<file path="src/rtl/rv32i_pkg.sv">
// Shared RV32I definitions: opcodes, ALU codes, funct3 enums, classes, FSM states.
package rv32i_pkg;

    localparam logic [6:0] OP_R      = 7'b0110011;
    localparam logic [6:0] OP_IALU   = 7'b0010011;
    localparam logic [6:0] OP_LOAD   = 7'b0000011;
    localparam logic [6:0] OP_STORE  = 7'b0100011;
    localparam logic [6:0] OP_BRANCH = 7'b1100011;
    localparam logic [6:0] OP_LUI    = 7'b0110111;
    localparam logic [6:0] OP_AUIPC  = 7'b0010111;
    localparam logic [6:0] OP_JAL    = 7'b1101111;
    localparam logic [6:0] OP_JALR   = 7'b1100111;

    // addi x0,x0,0
    localparam logic [31:0] NOP_INSTR = 32'h0000_0013;

    // Writeback source select
    localparam logic [2:0] RD_ALU   = 3'b000;
    localparam logic [2:0] RD_LOAD  = 3'b001;
    localparam logic [2:0] RD_LUI   = 3'b010;
    localparam logic [2:0] RD_PC4   = 3'b011;
    localparam logic [2:0] RD_PCIMM = 3'b100;

    // ALU operation code is {funct7[5], funct3}
    typedef enum logic [3:0] {
        ALU_ADD  = 4'b0000, ALU_SLL = 4'b0001, ALU_SLT = 4'b0010, ALU_SLTU = 4'b0011,
        ALU_XOR  = 4'b0100, ALU_SRL = 4'b0101, ALU_OR  = 4'b0110, ALU_AND  = 4'b0111,
        ALU_SUB  = 4'b1000, ALU_SRA = 4'b1101
    } alu_op_t;

    typedef enum logic [2:0] {F3_SB = 3'b000, F3_SH = 3'b001, F3_SW = 3'b010} store_f3_t;

    typedef enum logic [2:0] {
        F3_LB = 3'b000, F3_LH = 3'b001, F3_LW = 3'b010, F3_LBU = 3'b100, F3_LHU = 3'b101
    } load_f3_t;

    typedef enum logic [2:0] {
        F3_BEQ = 3'b000, F3_BNE = 3'b001, F3_BLT  = 3'b100,
        F3_BGE = 3'b101, F3_BLTU = 3'b110, F3_BGEU = 3'b111
    } branch_f3_t;

    typedef enum logic [3:0] {
        IC_R, IC_IALU, IC_LOAD, IC_STORE, IC_BRANCH, IC_LUI, IC_AUIPC, IC_JAL, IC_JALR, IC_ILL
    } iclass_t;

    typedef enum logic [2:0] {
        S_FETCH, S_DECODE, S_EXEC, S_MEM, S_WB, S_TRAP
    } state_t;

endpackage

</file>
<file path="src/rtl/rv32i_decode.sv">
// Combinational RV32I classifier: instruction class, writeback info, ALU code, legality.
module rv32i_decode
    import rv32i_pkg::*;
(
    input  logic [31:0] ir,
    output iclass_t     iclass,
    output logic [4:0]  rd,
    output logic [2:0]  funct3,
    output logic [3:0]  alu_op,
    output logic [2:0]  rd_sel,
    output logic        rd_we,
    output logic        illegal
);
    logic [6:0] funct7;
    logic       unused_fields;

    assign rd            = ir[11:7];
    assign funct3        = ir[14:12];
    assign funct7        = ir[31:25];
    assign unused_fields = ^ir[24:15];

    // Classify by opcode and reject unsupported funct encodings
    always_comb begin
        iclass  = IC_ILL;
        alu_op  = ALU_ADD;
        rd_sel  = RD_ALU;
        rd_we   = 1'b0;
        illegal = 1'b0;
        case (ir[6:0])
            OP_R: begin
                iclass  = IC_R;
                alu_op  = {ir[30], funct3};
                rd_we   = 1'b1;
                illegal = !(funct7 == 7'b0000000 || funct7 == 7'b0100000);
            end
            OP_IALU: begin
                iclass = IC_IALU;
                // only the shift-right form carries funct7[5] into the ALU code
                alu_op = {(funct3 == 3'b101) & ir[30], funct3};
                rd_we  = 1'b1;
                if (funct3 == 3'b001)
                    illegal = (funct7 != 7'b0000000);
                else if (funct3 == 3'b101)
                    illegal = !(funct7 == 7'b0000000 || funct7 == 7'b0100000);
            end
            OP_LOAD: begin
                iclass  = IC_LOAD;
                rd_sel  = RD_LOAD;
                rd_we   = 1'b1;
                illegal = !(funct3 inside {F3_LB, F3_LH, F3_LW, F3_LBU, F3_LHU});
            end
            OP_STORE: begin
                iclass  = IC_STORE;
                illegal = !(funct3 inside {F3_SB, F3_SH, F3_SW});
            end
            OP_BRANCH: begin
                iclass  = IC_BRANCH;
                alu_op  = ALU_SUB;
                illegal = (funct3 inside {3'b010, 3'b011});
            end
            OP_LUI:   begin iclass = IC_LUI;   rd_sel = RD_LUI;   rd_we = 1'b1; end
            OP_AUIPC: begin iclass = IC_AUIPC; rd_sel = RD_PCIMM; rd_we = 1'b1; end
            OP_JAL:   begin iclass = IC_JAL;   rd_sel = RD_PC4;   rd_we = 1'b1; end
            OP_JALR:  begin iclass = IC_JALR;  rd_sel = RD_PC4;   rd_we = 1'b1; end
            default:  illegal = 1'b1;
        endcase
        // an illegal instruction never writes the register file
        if (illegal) rd_we = 1'b0;
    end

endmodule

</file>
<file path="src/rtl/multi_cycle_control.sv">
// Multi-cycle RV32I control FSM with fetch/data handshakes, wait timeout and trap state.
module multi_cycle_control #(
    parameter int MEM_TIMEOUT     = 16,
    parameter int TRAP_ON_ILLEGAL = 1
) (
    input  logic        clk,
    input  logic        rst_n,
    input  logic [31:0] instr_rdata,
    output logic        instr_req,
    input  logic        instr_ready,
    output logic        data_req,
    input  logic        data_ready,
    input  logic        branch_taken,
    output logic        ir_write_en,
    output logic        pc_write_en,
    output logic [1:0]  pc_src,
    output logic        register_write_en,
    output logic        mem_write_en,
    output logic        imm_en,
    output logic [3:0]  alu_control_en,
    output logic [2:0]  S_type_data,
    output logic [2:0]  L_type_data,
    output logic [2:0]  B_type_data,
    output logic [2:0]  rd_mux_en,
    output logic        illegal_instr,
    output logic        bus_error,
    output logic        trapped
);
    import rv32i_pkg::*;

    // the wait cycle that lands on this count is the last one tolerated
    localparam logic [7:0] WAIT_LAST = 8'(MEM_TIMEOUT - 1);

    state_t      state, state_next;
    logic [31:0] ir;
    logic [7:0]  wait_cnt;
    logic        started;
    logic        wait_bump;

    iclass_t     iclass;
    logic [4:0]  rd;
    logic [2:0]  funct3;
    logic [3:0]  alu_op;
    logic [2:0]  rd_sel;
    logic        rd_we;
    logic        illegal;

    rv32i_decode u_decode (
        .ir      (ir),
        .iclass  (iclass),
        .rd      (rd),
        .funct3  (funct3),
        .alu_op  (alu_op),
        .rd_sel  (rd_sel),
        .rd_we   (rd_we),
        .illegal (illegal)
    );

    // State, IR and wait counter; 'started' keeps instr_req low until the first clock out of reset
    always_ff @(posedge clk or negedge rst_n) begin
        if (!rst_n) begin
            state    <= S_FETCH;
            ir       <= NOP_INSTR;
            wait_cnt <= '0;
            started  <= 1'b0;
        end else begin
            state   <= state_next;
            started <= 1'b1;
            if (ir_write_en) ir <= instr_rdata;
            if (state_next != state) wait_cnt <= '0;
            else if (wait_bump)      wait_cnt <= wait_cnt + 8'd1;
        end
    end

    // Next state and strobes; ready inputs are only looked at in their own request state
    always_comb begin
        state_next        = state;
        wait_bump         = 1'b0;
        instr_req         = 1'b0;
        data_req          = 1'b0;
        ir_write_en       = 1'b0;
        pc_write_en       = 1'b0;
        pc_src            = 2'b00;
        register_write_en = 1'b0;
        mem_write_en      = 1'b0;
        imm_en            = 1'b0;
        alu_control_en    = 4'b0000;
        illegal_instr     = 1'b0;
        bus_error         = 1'b0;
        trapped           = 1'b0;
        case (state)
            S_FETCH: if (started) begin
                instr_req = 1'b1;
                if (instr_ready) begin
                    ir_write_en = 1'b1;
                    state_next  = S_DECODE;
                end else if (wait_cnt == WAIT_LAST) begin
                    bus_error  = 1'b1;
                    state_next = S_TRAP;
                end else begin
                    wait_bump = 1'b1;
                end
            end
            S_DECODE: begin
                if (illegal) begin
                    illegal_instr = 1'b1;
                    state_next    = (TRAP_ON_ILLEGAL != 0) ? S_TRAP : S_WB;
                end else begin
                    state_next = S_EXEC;
                end
            end
            S_EXEC: begin
                alu_control_en = alu_op;
                imm_en         = (iclass != IC_R);
                case (iclass)
                    IC_LOAD, IC_STORE: state_next = S_MEM;
                    IC_BRANCH: begin
                        pc_write_en = 1'b1;
                        pc_src      = branch_taken ? 2'b01 : 2'b00;
                        state_next  = S_FETCH;
                    end
                    default: state_next = S_WB;
                endcase
            end
            S_MEM: begin
                data_req = 1'b1;
                if (data_ready) begin
                    if (iclass == IC_STORE) begin
                        // the write strobe marks the accepted beat only, so it fires once
                        mem_write_en = 1'b1;
                        pc_write_en  = 1'b1;
                        state_next   = S_FETCH;
                    end else begin
                        state_next = S_WB;
                    end
                end else if (wait_cnt == WAIT_LAST) begin
                    bus_error  = 1'b1;
                    state_next = S_TRAP;
                end else begin
                    wait_bump = 1'b1;
                end
            end
            S_WB: begin
                register_write_en = rd_we && (rd != 5'd0);
                pc_write_en       = 1'b1;
                if (!illegal) begin
                    if (iclass == IC_JALR)     pc_src = 2'b10;
                    else if (iclass == IC_JAL) pc_src = 2'b01;
                end
                state_next = S_FETCH;
            end
            S_TRAP:  trapped = 1'b1;
            default: state_next = S_TRAP;
        endcase
    end

    // Instruction field outputs, only while a legal instruction is past decode
    always_comb begin
        rd_mux_en   = 3'b000;
        S_type_data = 3'b000;
        L_type_data = 3'b000;
        B_type_data = 3'b000;
        if ((state inside {S_EXEC, S_MEM, S_WB}) && !illegal) begin
            rd_mux_en = rd_sel;
            if (iclass == IC_STORE)  S_type_data = funct3;
            if (iclass == IC_LOAD)   L_type_data = funct3;
            if (iclass == IC_BRANCH) B_type_data = funct3;
        end
    end

endmodule

</file>
<file path="config.mk">
export PLATFORM = sky130hd
export DESIGN_NAME = multi_cycle_control
export DESIGN_NICKNAME = d
export VERILOG_FILES = /design/src/rtl/rv32i_pkg.sv /design/src/rtl/rv32i_decode.sv /design/src/rtl/multi_cycle_control.sv
export SDC_FILE = /design/constraint.sdc
export NUM_CORES = 1
export LEC_CHECK = 0
export ABC_AREA = 1
export CAP_MARGIN = 10
export CELL_PAD_IN_SITES_DETAIL_PLACEMENT = 0
export CELL_PAD_IN_SITES_GLOBAL_PLACEMENT = 1
export CORE_AREA = 2 2 87 89
export DETAILED_ROUTE_END_ITERATION = 7
export DIE_AREA = 0 0 89 91
export PLACE_DENSITY_LB_ADDON = 0.1
export SLEW_MARGIN = 10
export SYNTH_ARGS = -nofsm -noshare
export SYNTH_HDL_FRONTEND = slang
export SYNTH_HIERARCHICAL = 1
export SYNTH_SLANG_ARGS = --single-unit
</file>
<file path="constraint.sdc">
create_clock -name clk -period 3.5 [get_ports clk]
set_input_delay 0.7 -clock clk [delete_from_list [all_inputs] [get_ports clk]]
set_output_delay 0.7 -clock clk [all_outputs]
set_load 0.01 [all_outputs]
</file>
==> impl_metrics.toml, run 1 <==
[logic_synthesis]
netlist_area_um2 = 2300
syn-num-nets = 395
syn_avg_cell_area_um2 = 6.44
synthCells = 357
yosys_warnings = 6

[floorplanning]
die_y_um = 91
start_util = 0.322
coreArea_um2 = 7140
rows = 31
die_w_um = 89
ioPinCount = 65
dieArea_um2 = 8100

[sta]
finalSetupTns_ps = 0
rsz0062_at_grt = "false"
skew_ps = 3.97
fmax_mhz = 309
fin_crit_ps = 3230
fin_crit_sh = 0.924
finalHoldViolations = 0
setup_slack_ps = 266
finalSetupViolations = 0
slew_viol_final = 0

[setup_path]
start_kind = "flop"
worstPathMaxFanout = 9
required_ps = 2800
crit_type = "flop to output pin"
end_kind = "output pin"
crit_start = "ir[0]"
cp.arrival_ps = 2530
r2r-start = "ir[4]"

[power_and_ir_drop]
max-vdd-ir-drop_mv = 0.202
power_mw = 0.780
leakagePower_nw = 1.63
power_density_nw_per_um2 = 257

[routing]
vias = 2246
drt-initial-drc-count = 83
ant_nets = 0
via_per_inst = 4.42
firstDrtPassIters = 4
routed_wl_mm = 5.67
routedWlPerCell_um = 11.2
route.detailed.drc = 0

[cells_and_area]
utilization = 0.426
diodes = 0
nNetsFinal = 446
final_common_cell = "nand2_1"
num-fill-cells = 790
design_area_um2 = 3040
area_growth_pct = 32.3
drive_above_1_share = 0.103
layout_common_cells = "nand2_1 (122), nor2_1 (54), inv_1 (45)"

[cts]
clock-root-buffer = "clkbuf_8"
cts_buffers = 5
cts_max_level = 2
cts.clk_slew.worst_paths_ps = 70
clk_latency_ps = 280
cts_tree = "yes"
clock-sinks = 34
clockBufferDepth = 2
hold_buffers = 0

[placement]
hpwl_mm = 4.43
portBuffers = 54
pre_cts_slack_ps = 220
gp_congestion = 0.791
dpl-instance-area_um2 = 2890

[grt]
grt_max_degree = 35
first_global_vias = 2234
antenna_found_initial = 0
overflow = 0
grtUsageTotal = 0.157
grt_pass1_wl_mm = 10.2

[min_path]
worstHoldStart = "ir[1]"
worst_hold_path_type = "flop to flop"

[run]
drv_cap = 0

[status]
status = "finished clean"
==> metal layers <==
| layer | up-vias | GRT usage | routed length [um] |
|---|---|---|---|
| li1 | 1183 | - | - |
| met1 | 998 | 0.210 | 2690 |
| met2 | 55 | 0.251 | 2600 |
| met3 | 10 | 0.0336 | 272 |
| met4 | 0 | 0.0473 | 104 |
| met5 | - | 0 | 0 |
==> worst paths after layout <==
path / cells after the start / slack [ps] / to
max: 11 / 270 / rd_mux_en[1]
min: 2 / 470 / ir[1]
max reg2reg: 18 / 1140 / wait_cnt[3]
min reg2reg: 2 / 470 / ir[1]
max in group asynchronous: 2 / 2340 / ir[4]
min in group asynchronous: 2 / 830 / ir[29]
==> flip-flops by register name, summed over array words and instances, names as in the netlist <==
name,cells
ir,22
wait_cnt,8
state,3
started,1
==> where the power goes <==
part | leakage (nW) | internal, mW | switching, mW
Combinational | 1.12 | 0.0261 | 0.0133
Sequential | 0.451 | 0.394 | 0.000283
Clock | 0.0524 | 0.213 | 0.134
Total | 1.63 | 0.633 | 0.148
==> what timing repair did <==
action | in CTS | in global routing
buffers inserted | 1 | 1
resized for setup | 6 | 12
setup endpoints to repair | 6 | 11
endpoints found under the hold margin | 0 | 0
pin swaps | 1 | 2
==> metrics by stage <==
stage | hold slack (ps) | instances
after floorplan | 404 | 357
after global placement | 460 | 498
after detailed placement | 458 | 498
after CTS | 471 | 507
after global routing | 511 | 508
final | 475 | 508
==> cell type report <==
| type | count | area [um2] | area share |
|---|---|---|---|
| clock buffer | 7 | 76.3 | 0.0251 |
| clock inverter | 1 | 30.0 | 0.00988 |
| inverter | 54 | 203 | 0.0667 |
| multi-input combinational | 254 | 1160 | 0.381 |
| sequential | 34 | 855 | 0.281 |
| tap | 99 | 124 | 0.0407 |
| timing repair buffer | 59 | 596 | 0.196 |
==> worst max-delay path: stages, from the launching register on <==
cell,delay (ps)
dfstp_2,550
nand2_2,90
nor2_2,150
nand2_1,110
inv_1,90
nor2_1,50
nand2_2,90
nand3_2,140
a21oi_1,220
inv_2,120
nor2_1,110
clkdlybuf4s50_1,540
(Power assumes the default switching activity.)
==> inputs of run 2 (changes only) <==
CTS_CLUSTER_SIZE = 25   (was unset)
==> results of run 2 <==
No change in the layout: final DEF, timing and power equal those of run 1.
==> inputs of run 3 (changes only) <==
CORE_AREA = 2 2 80 97   (was 2 2 87 89)
DIE_AREA = 0 0 82 99   (was 0 0 89 91)
==> impl_metrics.toml, run 3 (synthesis gave the netlist of run 1 again) <==
[cts]
cts.clk_slew.worst_paths_ps = 70
hold_buffers = 0
cts_buffers = 5
clock-sinks = 34
cts_max_level = 2
clock-root-buffer = "clkbuf_8"
clockBufferDepth = 2
clk_latency_ps = 280
post_cts_buffers = 0
cts_tree = "yes"

[cells_and_area]
nNetsFinal = 444
largest_reg_flops = 22
area_growth_pct = 30.9
layout_common_cells = "nand2_1 (121), nor2_1 (53), clkdlybuf4s50_1 (49)"
drive_above_1_share = 0.108
utilization = 0.421
reg.largest.list = "ir x22, wait_cnt x8, state x3"
final_common_cell = "nand2_1"
design_area_um2 = 3010
stdcell_count = 497
diodes = 0
top_register = "ir"

[sta]
rsz0062_at_grt = "false"
fin_hold_ws_ps = 476
fin_crit_sh = 0.948
finalSetupTns_ps = 0
fin_crit_ps = 3320
skew_ps = 4.83
fmax_mhz = 301
setup_slack_ps = 182
finalSetupViolations = 0
slew_viol_final = 0
finalHoldViolations = 0

[power_and_ir_drop]
leakagePower_nw = 1.50
power_density_nw_per_um2 = 245
power_mw = 0.736
max-vdd-ir-drop_mv = 0.179

[setup_path]
start_kind = "flop"
cp.arrival_ps = 2620
crit_start = "ir[0]"
required_ps = 2800
r2r-start = "ir[4]"
r2r-end = "wait_cnt[7]"
ff2ff_path_depth = 18
crit_type = "flop to output pin"
worstPathMaxFanout = 9
crit_end = "S_type_data[0]"
reg2reg_slack_ps = 1130
end_kind = "output pin"

[routing]
drt-initial-drc-count = 69
firstDrtPassIters = 5
ant_nets = 0
vias = 2237
via_per_inst = 4.50
routedWlPerCell_um = 11.3
route.detailed.drc = 0
routed_wl_mm = 5.59

[floorplanning]
die_y_um = 99
die_w_um = 82
rows = 34
ioPinCount = 65
dieArea_um2 = 8120
coreArea_um2 = 7150
start_util = 0.322

[grt]
first_global_vias = 2205
grtUsageTotal = 0.152
overflow = 0
grt_pass1_wl_mm = 9.77
antenna_found_initial = 0
grt_max_degree = 35

[placement]
placedCellCount = 489
hpwl_mm = 4.47
gp_congestion = 0.841
pre_cts_slack_ps = 244
portBuffers = 54
dpl-instance-area_um2 = 2880

[run]
drv_cap = 0

[status]
status = "finished clean"

[min_path]
worst_hold_path_type = "flop to flop"
worstHoldStart = "ir[1]"
## run 3: cell count changes in the layout (fill, tap and decap cells not counted), sizes merged
cell           before  now
buf                 5    3
bufinv              1    0
clkbuf              7    6
clkdlybuf4s50      41   49
clkinv              0    1
clkinvlp            0    1
dlygate4sd2         4    2
dlymetal6s2s        9    3
## run 3: layout make-up
class / instances / area, um2
sequential: 34 / 855
clock inverter: 2 / 12.5
multi-input combinational: 254 / 1170
timing repair buffer: 57 / 568
clock buffer: 6 / 82.6
fill: 797 / 4140
tap: 90 / 113
inverter: 54 / 203
## run 3: critical path, stage by stage (launching register included)
cell	delay (ps)
dfstp_2	540
nand2_2	90
nor2_4	140
nand3_1	100
and2_4	160
nand2_2	80
nand3_2	150
a21oi_1	240
inv_2	120
nor3_1	150
clkdlybuf4s50_1	570
## run 3: what timing repair did
action	in CTS	in global routing
pin swaps	1	2
endpoints found under the setup margin	5	12
resized for setup	4	9
## run 3: worst min-delay path by stage
stage / endpoint / depth (start not counted) / slack (ps)
3_5_place_dp: ir[1] / 2 / 460
2_1_floorplan: ir[10] / 0 / 400
4_1_cts: ir[1] / 2 / 470
6_report: ir[1] / 2 / 480
3_3_place_gp: ir[1] / 2 / 460
5_1_grt: ir[0] / 2 / 500
## run 3: report_power, final
| group | total (mW) | switching [mW] | internal (mW) |
|---|---|---|---|
| logic | 0.0392 | 0.0132 | 0.0261 |
| clock network | 0.303 | 0.145 | 0.158 |
| registers | 0.394 | 0.000331 | 0.393 |
| total | 0.736 | 0.159 | 0.578 |
## run 3: routing by layer
metal  vias up  wire (um)  GRT usage
li1       1172          -          -
met1      1004       2490      0.188
met2        51       2740      0.256
met3        10        244     0.0330
met4         0        112     0.0551
met5         -          0          0
